File: config.mk
export PLATFORM = sky130hd
export DESIGN_NAME = pc_fetch
export DESIGN_NICKNAME = d
export VERILOG_FILES = /design/src/rtl/mips_pkg.sv /design/src/rtl/pc_reg.sv /design/src/rtl/pc_fetch.sv
export SDC_FILE = /design/constraint.sdc
export NUM_CORES = 1
export LEC_CHECK = 0
export CAP_MARGIN = 10
export CELL_PAD_IN_SITES_DETAIL_PLACEMENT = 1
export CELL_PAD_IN_SITES_GLOBAL_PLACEMENT = 2
export CORE_MARGIN = 2
export CORE_UTILIZATION = 32
export CTS_BUF_LIST = sky130_fd_sc_hd__clkbuf_8
export CTS_CLUSTER_SIZE = 16
export DETAILED_ROUTE_END_ITERATION = 7
export GPL_ROUTABILITY_DRIVEN = 0
export PLACE_DENSITY_LB_ADDON = 0.1
export SLEW_MARGIN = 5
export SYNTH_ARGS = -nofsm -noshare
export SYNTH_HDL_FRONTEND = slang
export SYNTH_HIERARCHICAL = 1
export SYNTH_SLANG_ARGS = --single-unit
File: constraint.sdc
create_clock -name clk -period 3.7 [get_ports clk]
set_input_delay 0.74 -clock clk [delete_from_list [all_inputs] [get_ports clk]]
set_output_delay 0.74 -clock clk [all_outputs]
set_load 0.03 [all_outputs]
File: src/rtl/mips_pkg.sv
// Shared MIPS datapath definitions: word type, fetch FSM encoding and PC constants.
package mips_pkg;

  typedef logic [31:0] word_t;

  localparam word_t PC_STEP          = 32'd4;
  localparam word_t DEFAULT_RESET_PC = 32'h0000_0000;

  typedef enum logic [1:0] {
    ST_IDLE = 2'd0,
    ST_REQ  = 2'd1,
    ST_WAIT = 2'd2,
    ST_HOLD = 2'd3
  } fetch_state_e;

  function automatic word_t word_align(input word_t a);
    return a & ~32'h3;
  endfunction

endpackage

File: src/rtl/pc_reg.sv
// Program counter register: synchronous reset, redirect load, +4 step (wraps mod 2^32).
module pc_reg
  import mips_pkg::*;
#(
  parameter word_t RESET_PC = DEFAULT_RESET_PC
) (
  input  logic  clk,
  input  logic  reset,
  input  logic  load,
  input  word_t load_pc,
  input  logic  inc,
  output word_t pc,
  output word_t pc_plus4
);

  // Load wins over increment so a redirect never also steps the PC.
  always_ff @(posedge clk) begin
    if (reset) begin
      pc <= word_align(RESET_PC);
    end else if (load) begin
      pc <= word_align(load_pc);
    end else if (inc) begin
      pc <= pc + PC_STEP;
    end
  end

  assign pc_plus4 = pc + PC_STEP;

endmodule

File: src/rtl/pc_fetch.sv
// Instruction fetch stage: one outstanding imem request, output register plus one-entry skid.
module pc_fetch
  import mips_pkg::*;
#(
  parameter word_t RESET_PC = DEFAULT_RESET_PC
) (
  input  logic         clk,
  input  logic         reset,
  input  word_t        NextPC,
  input  logic         Redirect,
  input  logic         Stall,
  output word_t        PCPlus4,
  output logic         ImemReq,
  output word_t        ImemAddr,
  input  logic         ImemGnt,
  input  logic         ImemValid,
  input  word_t        ImemData,
  output logic         InstrValid,
  output word_t        Instr,
  output word_t        InstrPC,
  output fetch_state_e dbg_state
);

  // Handshakes: a request transfers on a rising edge where ImemReq and ImemGnt are both high;
  // ImemValid is a one-cycle response honoured only in WAIT; an instruction transfers to decode
  // on an edge where InstrValid is high and Stall is low.

  fetch_state_e state, state_nx;
  logic  kill, kill_nx;
  logic  pc_inc, load_out, load_skid, req_fire, out_free;
  word_t pc, req_pc;
  word_t skid_instr, skid_pc;
  logic  out_valid;
  word_t out_instr, out_pc;

  pc_reg #(.RESET_PC(RESET_PC)) u_pc_reg (
    .clk      (clk),
    .reset    (reset),
    .load     (Redirect),
    .load_pc  (NextPC),
    .inc      (pc_inc),
    .pc       (pc),
    .pc_plus4 (PCPlus4)
  );

  assign out_free = !out_valid || !Stall;

  always_comb begin
    state_nx  = state;
    kill_nx   = kill;
    pc_inc    = 1'b0;
    load_out  = 1'b0;
    load_skid = 1'b0;
    req_fire  = 1'b0;
    if (Redirect) begin
      // A granted or still-pending request must be drained before fetching the new target.
      case (state)
        ST_WAIT: begin
          if (ImemValid) begin
            kill_nx  = 1'b0;
            state_nx = ST_REQ;
          end else begin
            kill_nx  = 1'b1;
            state_nx = ST_WAIT;
          end
        end
        ST_REQ: begin
          if (ImemGnt) begin
            kill_nx  = 1'b1;
            state_nx = ST_WAIT;
          end else begin
            state_nx = ST_REQ;
          end
        end
        default: state_nx = ST_REQ;
      endcase
    end else begin
      case (state)
        ST_IDLE: state_nx = ST_REQ;
        ST_REQ: begin
          if (ImemGnt) begin
            req_fire = 1'b1;
            state_nx = ST_WAIT;
          end
        end
        ST_WAIT: begin
          if (ImemValid) begin
            state_nx = ST_REQ;
            if (kill) begin
              kill_nx = 1'b0;
            end else if (out_free) begin
              load_out = 1'b1;
              pc_inc   = 1'b1;
            end else begin
              load_skid = 1'b1;
              pc_inc    = 1'b1;
              state_nx  = ST_HOLD;
            end
          end
        end
        ST_HOLD: begin
          if (!Stall) begin
            load_out = 1'b1;
            state_nx = ST_REQ;
          end
        end
        default: state_nx = ST_IDLE;
      endcase
    end
  end

  always_ff @(posedge clk) begin
    if (reset) begin
      state      <= ST_IDLE;
      kill       <= 1'b0;
      req_pc     <= '0;
      skid_instr <= '0;
      skid_pc    <= '0;
      out_valid  <= 1'b0;
      out_instr  <= '0;
      out_pc     <= '0;
    end else begin
      state <= state_nx;
      kill  <= kill_nx;
      if (req_fire) begin
        req_pc <= pc;
      end
      if (load_skid) begin
        skid_instr <= ImemData;
        skid_pc    <= req_pc;
      end
      // HOLD is the only state that drains the skid; otherwise the response goes straight out.
      if (Redirect) begin
        out_valid <= 1'b0;
      end else if (load_out) begin
        out_valid <= 1'b1;
        out_instr <= (state == ST_HOLD) ? skid_instr : ImemData;
        out_pc    <= (state == ST_HOLD) ? skid_pc : req_pc;
      end else if (out_valid && !Stall) begin
        out_valid <= 1'b0;
      end
    end
  end

  assign ImemReq    = (state == ST_REQ);
  assign ImemAddr   = pc;
  assign InstrValid = out_valid;
  assign Instr      = out_instr;
  assign InstrPC    = out_pc;
  assign dbg_state  = state;

endmodule

Word level (Yosys, flattened, before mapping)
Index checks and enable logic that the tools add are counted.
{"block": "classes", "eq_ne": 7, "mux": 40, "addsub": 1, "n_reduce_logical": 14, "bitwise_logic": 1}
{"cell": "$mux 32", "n": 4}
{"cell": "$add 32x3->32 const B", "n": 1}
{"cell": "$mux 1", "n": 24}
{"cell": "$mux 2", "n": 8}
{"cell": "$reduce_bool 2->1", "n": 5}
{"cell": "$pmux 2 s4", "n": 1}
{"cell": "$ne 3x2->1 const B", "n": 2}
{"cell": "$ne 3x3->1 const B", "n": 2}
{"cell": "$eq 2x2->1 const B", "n": 2}
{"cell": "$pmux 1 s2", "n": 2}
{"cell": "$pmux 2 s2", "n": 1}
{"cell": "$reduce_and 4->1", "n": 1}
{"cell": "$reduce_and 3->1", "n": 1}
{"cell": "$eq 2x1->1 const B", "n": 1}
{"cell": "$logic_not 1->1", "n": 2}
{"cell": "$logic_not 2->1", "n": 1}
{"cell": "$reduce_and 2->1", "n": 1}
{"cell": "$reduce_or 2->1", "n": 1}
{"cell": "$logic_and 1x1->1", "n": 1}
{"cell": "$logic_or 1x1->1", "n": 1}
{"cell": "$not 1->1", "n": 1}
{"block": "word_totals", "input_bits": 70, "out_inout_bits": 132, "wordCells": 73, "ff_bits": 196}

Logic depth before layout (Yosys ltp)
{"block": "logic_depth", "ltp_word": 8, "ltp_mapped": 12, "mapped_depth_nobuf": 8}

Hierarchy
The synthesis kept the hierarchy.
{"module": "pc_fetch", "area_each_um2": 7454.6, "instances": 1, "cells_each": 822, "seq_area_each_um2": 3283.1}
{"module": "pc_reg", "area_each_um2": 2316.0, "instances": 1, "cells_each": 299, "seq_area_each_um2": 600.6}

Worst setup path before layout
No wires, ideal clock.
{"block": "synth_timing", "path_kind": "register -> output", "start": "reg u_pc_reg.pc[2]", "end": "out PCPlus4[28]", "path_slack_ps": 734, "t_required_ps": 2960, "t_arrival_ps": 2226, "path_buffers": 2, "path_stages_with_launch": 8, "path_cell_list": "dfxtp_1 ha_1 and3_1 clkbuf_4 and4_1 clkbuf_1 nand4_1 xnor2_1"}
{"block": "synth_between", "elab_chain_cells": 1}
{"item": "start: declaration", "line_no": "pc_reg.sv:12", "rtl": "output word_t pc,"}
{"item": "start signal: assignment", "line_no": "pc_reg.sv:19", "rtl": "pc <= word_align(RESET_PC);"}
{"item": "start signal: assignment", "line_no": "pc_reg.sv:21", "rtl": "pc <= word_align(load_pc);"}
{"item": "start signal: assignment", "line_no": "pc_reg.sv:23", "rtl": "pc <= pc + PC_STEP;"}
{"item": "$add 32x3->32", "line_no": "pc_reg.sv:27", "rtl": "assign pc_plus4 = pc + PC_STEP;"}
{"item": "end: declaration", "line_no": "pc_fetch.sv:12", "rtl": "output word_t PCPlus4,"}
Every way passes these cells.

Worst setup path after layout
{"block": "layout_timing", "start": "reg u_pc_reg.pc[19]", "end": "out PCPlus4[24]"}
The elaborated chain is that of the path after synthesis.

==> impl_metrics.csv <==
group,metric,value,unit
clock_tree,clkLatencyLatePin,0.48,ns
final_layout,diodes,0,
clock_tree,cts_tree,"yes",
power_and_ir_drop,max-vdd-ir-drop,0.1878,mV
global_routing,grt_use_total,18.92,%
final_layout,fin_nets,1339,
clock_tree,cts_buffers,17,
clock_tree,post_cts_buffers,0,
clock_tree,clock_sinks,194,
clock_tree,cts_buffer_depth,2,
yosys,synth_warnings,6,
worst_setup_path,path_class,"flop to output port",
global_routing,overflow,0,
worst_setup_path,critPathRequiredTime,2.96,ns
drt,vias,8434,
timing,finalHoldViolations,0,
drt,wl,29.79,mm
timing,finalClockSkew,0.02438,ns
final_layout,drive_gt1_share,10.64,%
yosys,ys_types,62,
yosys,synth_area,9771,sq um
yosys,yosysSeqAreaShare,39.75,%
worst_setup_path,cp-end-kind,"output port",
final_layout,instances_no_fill,1668,
timing,period_share,94.93,%
worst_setup_path,start_kind,"flop",
global_routing,met1_usage,25.81,%
final_layout,area_growth,27.25,%
yosys,synth_top_area_cell,"dfxtp_1",
placement,placed_cells,1636,
timing,slew_headroom,48.24,%
yosys,synthCells,1121,
final_layout,n_fill_cell,3488,
timing,tightest_slew,0.7737,ns
floorplanning,rows,63,
timing,drv_slew,0,
floorplanning,ios,202,
clock_tree,cts.hold.buffers_added,0,
power_and_ir_drop,power.total,0.004142,W
floorplanning,start_util,32.71,%
timing,fmax,284.7,MHz
global_routing,grt_pass1_wl,47.36,mm
global_routing,grt.busiest_layer,"met2",
yosys,synth-edff-count,0,
worst_setup_path,path_cells,"nand2_2, or4_4, nor2_1, xor2_1, clkdlybuf4s50_1",
global_routing,grtUsageMet3,3.308,%
drt,postRouteAntennaNets,0,
global_routing,use_met2,31.26,%
placement,portBuffers,195,
worst_setup_path,cp_slowest_cell,"clkdlybuf4s50_1",
floorplanning,die_h,178.7,um
yosys,ys_top_cells_by_area,"dfxtp_1 (40%), mux2_4 (7.5%), mux2i_1 (6.8%), a21oi_1 (5.5%), nor2b_1 (4.3%)",
timing,setup_viol,0,
drt,route.detailed.drc,0,
yosys,synthFlopType,"dfxtp_1",
global_routing,grt_pass1_vias,8584,
worst_setup_path,crit_arrival,2.77,ns
clock_tree,clkTransAtPathRegs,0.11,ns
yosys,ys_ff_latch,194,
power_and_ir_drop,powerDensity,333.2,nW/um^2
clock_tree,clockRootBuffer,"clkbuf_8",
worst_setup_path,crit_family,"simple AND/OR/NAND/NOR gates",
global_routing,antenna_found_initial,0,
clock_tree,htreeDepth,4,
placement,place_hpwl,19.32,mm
global_routing,grt_max_degree,121,
floorplanning,die_w,178.7,um
yosys,yosysTopAreaCellShare,39.75,%
drt,vias_per_cell,5.056,
worst_setup_path,cp_max_fo,9,
floorplanning,dieArea,31950,sq um
timing,post-route-min-period,3.512,ns
worst_hold_path,worstHoldPathType,"flop to flop",
worst_setup_path,critPathMaxStageDelay,0.69,ns
yosys,syn_avg_cell_area,8.716,sq um
yosys,yosysMostFrequentCell,"dfxtp_1",
yosys,synthTopCellsByCount,"dfxtp_1 (194), a21oi_1 (107), nor2_1 (100)",
timing,fin_setup_tns,0,ns
drt,drt_iter0_markers,381,
run_status,status,"finished, final reports clean",
yosys,synthArstFlopShare,0,%
drt,drt_first_pass_iters,5,
power_and_ir_drop,power.leakage,4.492,nW
drt,routedWlPerCell,17.86,um
job,cap_violations,0,
worst_setup_path,crit_buf_inv,1,
timing,rsz0062_at_grt,"no",
floorplanning,core-area,29870,sq um
==> metal layers <==
layer / routed length [um] / up-vias
met5: 0 / -
met1: 14580 / 4076
met2: 13790 / 172
met3: 1205 / 15
li1: - / 4171
met4: 216 / 0
==> cells in the final DEF (no fill, tap or decap), types with 4 or more instances in the layout <==
cell | netlist | routed
clkdlybuf4s50_1 | 0 | 186
nand3_1 | 77 | 77
xnor2_1 | 21 | 21
nand4_1 | 17 | 17
dfxtp_1 | 194 | 188
a311oi_1 | 10 | 10
mux2i_1 | 66 | 66
nor2b_1 | 67 | 67
o21ai_0 | 60 | 60
and4_1 | 10 | 9
nand2b_1 | 4 | 4
and3_1 | 10 | 10
buf_12 | 0 | 5
buf_4 | 6 | 27
o21ai_1 | 10 | 10
nor3_1 | 8 | 8
conb_1 | 1 | 4
dlymetal6s2s_1 | 1 | 6
a21oi_1 | 107 | 107
mux2_4 | 49 | 49
o31ai_1 | 5 | 5
mux2_1 | 15 | 15
nor2_1 | 100 | 100
inv_1 | 11 | 12
dfxtp_2 | 0 | 6
nand2_1 | 88 | 87
clkbuf_8 | 1 | 19
a211oi_1 | 13 | 13
or4_1 | 4 | 4
inv_6 | 0 | 6
xor2_1 | 19 | 19
==> worst min-delay path, cell delays in order (launching register included) <==
cell,delay [ns]
dfxtp_1,0.33
nand2_1,0.05
a21oi_1,0.05
==> metrics by stage <==
stage	hold slack, ns	setup WS [ns]	cell area [sq um]	util (%)
floorplan	0.4489	0.7340	9782	-
finish	0.4768	0.1877	12430	41.62
global route	0.5043	0.02017	12430	41.62
global placement	0.4597	0.4572	12040	40.31
CTS	0.4820	0.001065	12410	41.55
detailed placement	0.4662	0.4173	12040	40.31
==> layout make-up <==
| class | instances | area [sq um] | area share [%] |
|---|---|---|---|
| Tap cell | 390 | 488.0 | 3.925 |
| Clock inverter | 14 | 118.9 | 0.9560 |
| Inverter | 13 | 50.05 | 0.4025 |
| Multi-Input combinational cell | 813 | 5375 | 43.23 |
| Sequential cell | 194 | 3891 | 31.30 |
| Timing Repair Buffer | 226 | 2262 | 18.19 |
| Clock buffer | 18 | 247.7 | 1.993 |
==> path summary, 6_finish.rpt <==
check        slack [ns]            start               to  cells past startpoint
max                0.19  u_pc_reg/pc[19]      PCPlus4[24]                      5
min                0.48       req_pc[25]       req_pc[25]                      2
max reg2reg        1.14     dbg_state[1]  u_pc_reg/pc[20]                      7
min reg2reg        0.48       req_pc[25]       req_pc[25]                      2
==> what timing repair did <==
action                                  in CTS  in global routing
resized for setup                            3                 11
pin swaps                                    0                  0
endpoints found under the setup margin       6                 11
==> where the power goes <==
part	switching (W)	internal (W)	total, W
sequential	0.0000642	0.00212	0.00219
clock	0.000851	0.000504	0.00136
combinational	0.000340	0.000258	0.000598
total	0.00126	0.00289	0.00414
==> logic make-up (layout without fill, tap and decap cells) <==
| kind of cell | count (synthesis) | in the layout | share of synthesized area (%) |
|---|---|---|---|
| AND/OR/NAND/NOR | 413 | 413 | 21.37 |
| AO/OA/AOI/OAI | 221 | 221 | 12.73 |
| flip-flops | 194 | 194 | 39.75 |
| multiplexers | 131 | 131 | 16.14 |
| buffers and inverters | 117 | 271 | 5.878 |
| XOR/XNOR | 40 | 40 | 3.586 |
| adder cells (fa/ha/maj) | 4 | 4 | 0.5122 |
| other | 1 | 4 | 0.03838 |
Note: power is estimated with default switching activity, not from simulation.
